**config.mk**
```make
export PLATFORM = sky130hd
export DESIGN_NAME = bean_hit_ctrl
export DESIGN_NICKNAME = d
export VERILOG_FILES = /design/src/rtl/bean_hit_ctrl.sv
export SDC_FILE = /design/constraint.sdc
export NUM_CORES = 1
export LEC_CHECK = 0
export CORE_MARGIN = 4
export CORE_UTILIZATION = 41
export CTS_CLUSTER_SIZE = 25
export DETAILED_ROUTE_END_ITERATION = 16
export HOLD_SLACK_MARGIN = 0.05
export PLACE_DENSITY = 0.76
export SLEW_MARGIN = 30
export SYNTH_ARGS = -nofsm -noshare
export SYNTH_HDL_FRONTEND = slang
export SYNTH_SLANG_ARGS = --single-unit
```
**constraint.sdc**
```tcl
create_clock -name clk_pix -period 2.6 [get_ports clk_pix]
set_input_delay 0.39 -clock clk_pix [delete_from_list [all_inputs] [get_ports clk_pix]]
set_output_delay 0.39 -clock clk_pix [all_outputs]
set_load 0.05 [all_outputs]
```
**src/rtl/bean_hit_ctrl.sv**
```systemverilog
// Game-state controller: per-frame goose/bean overlap detection, run scoring.
// Optional best-score register enabled by defining BEAN_HISCORE_EN.
module bean_hit_ctrl #(
    parameter int H_ACTIVE    = 640,
    parameter int V_ACTIVE    = 480,
    parameter int HIT_MIN_PIX = 4,
    parameter int SCORE_DIV   = 6,
    parameter int GO_DELAY    = 30,
    parameter int SCORE_W     = 14
) (
    input  logic               clk_pix,
    input  logic               reset_n,
    input  logic               pix_en,
    input  logic [9:0]         x,
    input  logic [9:0]         y,
    input  logic               bean,
    input  logic               goose,
    input  logic [1:0]         button,
    output logic               check_hit,
    output logic               game_reset,
    output logic               game_over,
    output logic [1:0]         state,
    output logic [SCORE_W-1:0] score,
    output logic [SCORE_W-1:0] hi_score
);

    localparam int FC_MAX = (SCORE_DIV > GO_DELAY) ? SCORE_DIV : GO_DELAY;
    localparam int FC_W   = $clog2(FC_MAX + 1);
    localparam int OV_W   = $clog2(HIT_MIN_PIX + 1);

    localparam logic [9:0]      X_LAST   = 10'(H_ACTIVE - 1);
    localparam logic [9:0]      Y_LAST   = 10'(V_ACTIVE - 1);
    localparam logic [OV_W-1:0] OV_SAT   = OV_W'(HIT_MIN_PIX);
    localparam logic [FC_W-1:0] FC_SCORE = FC_W'(SCORE_DIV - 1);
    localparam logic [FC_W-1:0] FC_GO    = FC_W'(GO_DELAY - 1);

    typedef enum logic [1:0] {
        IDLE = 2'd0,
        RUN  = 2'd1,
        HIT  = 2'd2,
        OVER = 2'd3
    } state_t;

    state_t          cur;
    state_t          nxt;
    logic            btn_q;
    logic            btn_qq;
    logic            press;
    logic            vis;
    logic            frame_end;
    logic            ovl_pix;
    logic            hit_now;
    logic [OV_W-1:0] ovl_cnt;
    logic [OV_W-1:0] ovl_inc;
    logic [FC_W-1:0] fcnt;

    assign press     = btn_q & ~btn_qq;
    assign vis       = pix_en && (x <= X_LAST) && (y <= Y_LAST);
    assign frame_end = pix_en && (x == X_LAST) && (y == Y_LAST);
    assign ovl_pix   = vis && bean && goose && (cur == RUN);
    assign state     = cur;

    // The frame_end pixel itself still contributes to that frame's count.
    always_comb begin
        ovl_inc = ovl_cnt;
        if (ovl_pix && ovl_cnt != OV_SAT) begin
            ovl_inc = ovl_cnt + 1'b1;
        end
    end

    assign hit_now = frame_end && (ovl_inc >= OV_SAT);

    always_comb begin
        nxt = cur;
        unique case (cur)
            IDLE:    if (press) nxt = RUN;
            RUN:     if (hit_now) nxt = HIT;
            HIT:     if (frame_end && fcnt == FC_GO) nxt = OVER;
            OVER:    if (press) nxt = RUN;
            default: nxt = IDLE;
        endcase
    end

    always_ff @(posedge clk_pix) begin
        if (!reset_n) begin
            cur        <= IDLE;
            btn_q      <= 1'b0;
            btn_qq     <= 1'b0;
            check_hit  <= 1'b0;
            game_over  <= 1'b0;
            game_reset <= 1'b0;
            ovl_cnt    <= '0;
            fcnt       <= '0;
            score      <= '0;
        end else begin
            btn_q      <= |button;
            btn_qq     <= btn_q;
            cur        <= nxt;
            check_hit  <= (nxt == HIT) || (nxt == OVER);
            game_over  <= (nxt == OVER);
            game_reset <= ((cur == IDLE) || (cur == OVER)) && press;

            if (nxt != cur || frame_end) begin
                ovl_cnt <= '0;
            end else begin
                ovl_cnt <= ovl_inc;
            end

            unique case (cur)
                IDLE, OVER: begin
                    if (press) begin
                        score <= '0;
                        fcnt  <= '0;
                    end
                end
                RUN: begin
                    if (frame_end) begin
                        if (fcnt == FC_SCORE) begin
                            fcnt <= '0;
                            if (score != '1) score <= score + 1'b1;
                        end else begin
                            fcnt <= fcnt + 1'b1;
                        end
                        if (hit_now) fcnt <= '0;
                    end
                end
                HIT: begin
                    if (frame_end) begin
                        fcnt <= (nxt == OVER) ? '0 : fcnt + 1'b1;
                    end
                end
                default: fcnt <= '0;
            endcase
        end
    end

`ifdef BEAN_HISCORE_EN
    always_ff @(posedge clk_pix) begin
        if (!reset_n) begin
            hi_score <= '0;
        end else if (cur == HIT && nxt == OVER && score > hi_score) begin
            hi_score <= score;
        end
    end
`else
    assign hi_score = '0;
`endif

endmodule

```
==> impl_metrics.tcl <==
set metrics [dict create \
    status "completed" \
    vias_per_cell 5.35 \
    setup_slack_ns 0.0884 \
    fin_cells 331 \
    yosysWarningCount 0 \
    timing.critical_path.buf_inv 2 \
    grt_pass1_wl_mm 6.93 \
    syn_inst 217 \
    core_mm2 0.00412 \
    cp_slowest_cell "or4_4" \
    ant_nets 0 \
    start_util_pct 43.3 \
    finalCritPeriodShare_pct 96.6 \
    synth_area_mm2 0.00178 \
    final_common_cell "clkdlybuf4s50_1" \
    max_stage_delay_ns 0.56 \
    post_dp_cell_area_mm2 0.00237 \
    htreeDepth 1 \
    postCtsSetupBuffers 0 \
    hold_viol_final 0 \
    regMostFlops "score" \
    relSlewSlack_pct 40.6 \
    clockBufferDepth 2 \
    firstDrtPassIters 4 \
    layout-drive-gt1-share_pct 13.5 \
    maxSlewViolCount 0 \
    crit_path_cell_trace "inv_1, ha_1, nand4bb_1, a211o_1, or4_4, buf_4, a2111oi_2, xnor2_1, nor2_1" \
    drc 0 \
    setup_violations 0 \
    worstSkewPairLatency_ns 0.28 \
    cts_tree "yes" \
    ys_async_sr_fraction_pct 0 \
    avgSynthCellArea_um2 8.21 \
    p_per_area_mw_per_mm2 582 \
    finalHoldWorstSlack_ns 0.495 \
    synth_edf_count 0 \
    synthDistinctLibCells 43 \
    io_pins 60 \
    die_h_um 73.9 \
    critical_path_class "flip-flop to flip-flop" \
    hp-class "flip-flop to flip-flop" \
    dieArea_mm2 0.00546 \
    worstMarginPinSlew_ns 0.868 \
    clk_root_buffer_cell "clkbuf_8" \
    die_x_um 73.9 \
    portBuffers 45 \
    finalNetCount 316 \
    largest_register_ffs 14 \
    fin_skew_ns 0.00392 \
    critPathRequiredTime_ns 2.76 \
    dpl.cell_count 327 \
    ys_seq_area_share_pct 31.5 \
    layout_common_cells "clkdlybuf4s50_1 (45), dfxtp_1 (25), nor2_1 (23), buf_4 (22), nand2_1 (20)" \
    overflow 0 \
    ir_worst_vdd_uv 313 \
    critical_path.max_fanout 7 \
    grt_pass1_vias 1641 \
    antenna_cells 0 \
    rows 23 \
    fmax_ghz 0.398 \
    cp_data_arrival_time_ns 2.68 \
    wl_mm 4.23 \
    fin_crit_ns 2.51 \
    end_kind "flip-flop" \
    hpwl_mm 3.36 \
    maxCapViolCount 0 \
    clk_pin_slew_worst_paths_ns 0.10 \
    fin_area_mm2 0.00245 \
    cts_made_buffers 3 \
    p_leak_uw 0.000856 \
    reg_top3 "score x14, fcnt x5, ovl_cnt x3" \
    grt_start_max_net_pins 17 \
    startpoint_type "flip-flop" \
    path_delay_family "simple AND/OR/NAND/NOR gates" \
    synthFlopType "dfxtp_1" \
    wl_per_cell_um 12.8 \
    grtUsageTotal_pct 16.1 \
    num_vias 1772 \
    gp_congestion 0.770 \
    cts.sinks 28 \
    syn2layout_area_growth_pct 37.4 \
    dp_slack_ns -0.283 \
    synth-seq-cells 28 \
    drt-initial-drc-count 116 \
    antenna_found_initial 0 \
]
-- report_power, final --
| part | internal, uW | switching (uW) | total [uW] | leakage [uW] |
|---|---|---|---|---|
| combinational | 227 | 399 | 625 | 0.000594 |
| sequential | 457 | 25.1 | 482 | 0.000228 |
| clock | 168 | 149 | 317 | 0.0000339 |
-- metal layers --
layer	track usage [%]	vias to the layer above	share of wire [%]
met1	19.3	818	42
met5	0	-	0
met4	5.84	0	1.3
met2	27.9	67	49
li1	-	880	-
met3	3.69	7	7.4
-- path summary, 6_finish.rpt --
| check | start | to | slack, ns | cells after the start |
|---|---|---|---|---|
| max | fcnt[1] | score[11] | 0.09 | 9 |
| min reg2reg | btn_q | btn_qq | 0.50 | 1 |
| min | btn_q | btn_qq | 0.50 | 1 |
| max reg2reg | fcnt[1] | score[11] | 0.09 | 9 |
-- final cells by class --
cell class,instances,area [um^2]
clock buffer,4,66.3
fill,382,1670
multi-input combinational,169,1090
inverter,13,48.8
sequential,28,567
tap,50,62.6
timing repair buffer,67,616
-- kinds of logic (layout without fill, tap and decap cells) --
| kind of cell | Yosys count | count (layout) | synth area share, % |
|---|---|---|---|
| AND/OR/NAND/NOR | 90 | 90 | 26.4 |
| other | 1 | 14 | 0.210 |
| XOR/XNOR | 15 | 15 | 7.37 |
| buffers and inverters | 33 | 84 | 11.0 |
| adder cells (fa/ha/maj) | 7 | 7 | 4.92 |
| flip-flops | 28 | 28 | 31.5 |
| AO/OA/AOI/OAI | 43 | 43 | 18.7 |
-- through the flow --
step / total power [uW] / util [%] / setup TNS [ns]
after floorplan: 924 / - / 0
after global placement: 1110 / 57.5 / -1.53
after detailed placement: 1110 / 57.5 / -1.90
after CTS: 1420 / 59.1 / 0
after global routing: 1500 / 59.5 / -0.0146
final: 1420 / 59.5 / 0
-- cell usage after synthesis, types with 4 or more instances --
cell / instances / area [um^2]
a2111oi_0: 4 / 35.0
a21oi_1: 10 / 50.1
buf_4: 15 / 113
dfxtp_1: 28 / 561
ha_1: 7 / 87.6
inv_1: 13 / 48.8
nand2_1: 20 / 75.1
nand3_1: 15 / 75.1
nand4_1: 5 / 31.3
nor2_1: 23 / 86.3
o21ai_0: 8 / 40.0
xnor2_1: 15 / 131
-- what timing repair did --
item,CTS,global route
hold buffers,0,0
endpoints found under the setup margin,0,7
gates resized for setup,0,5
No activity file was read; power rests on OpenSTA's default activity.
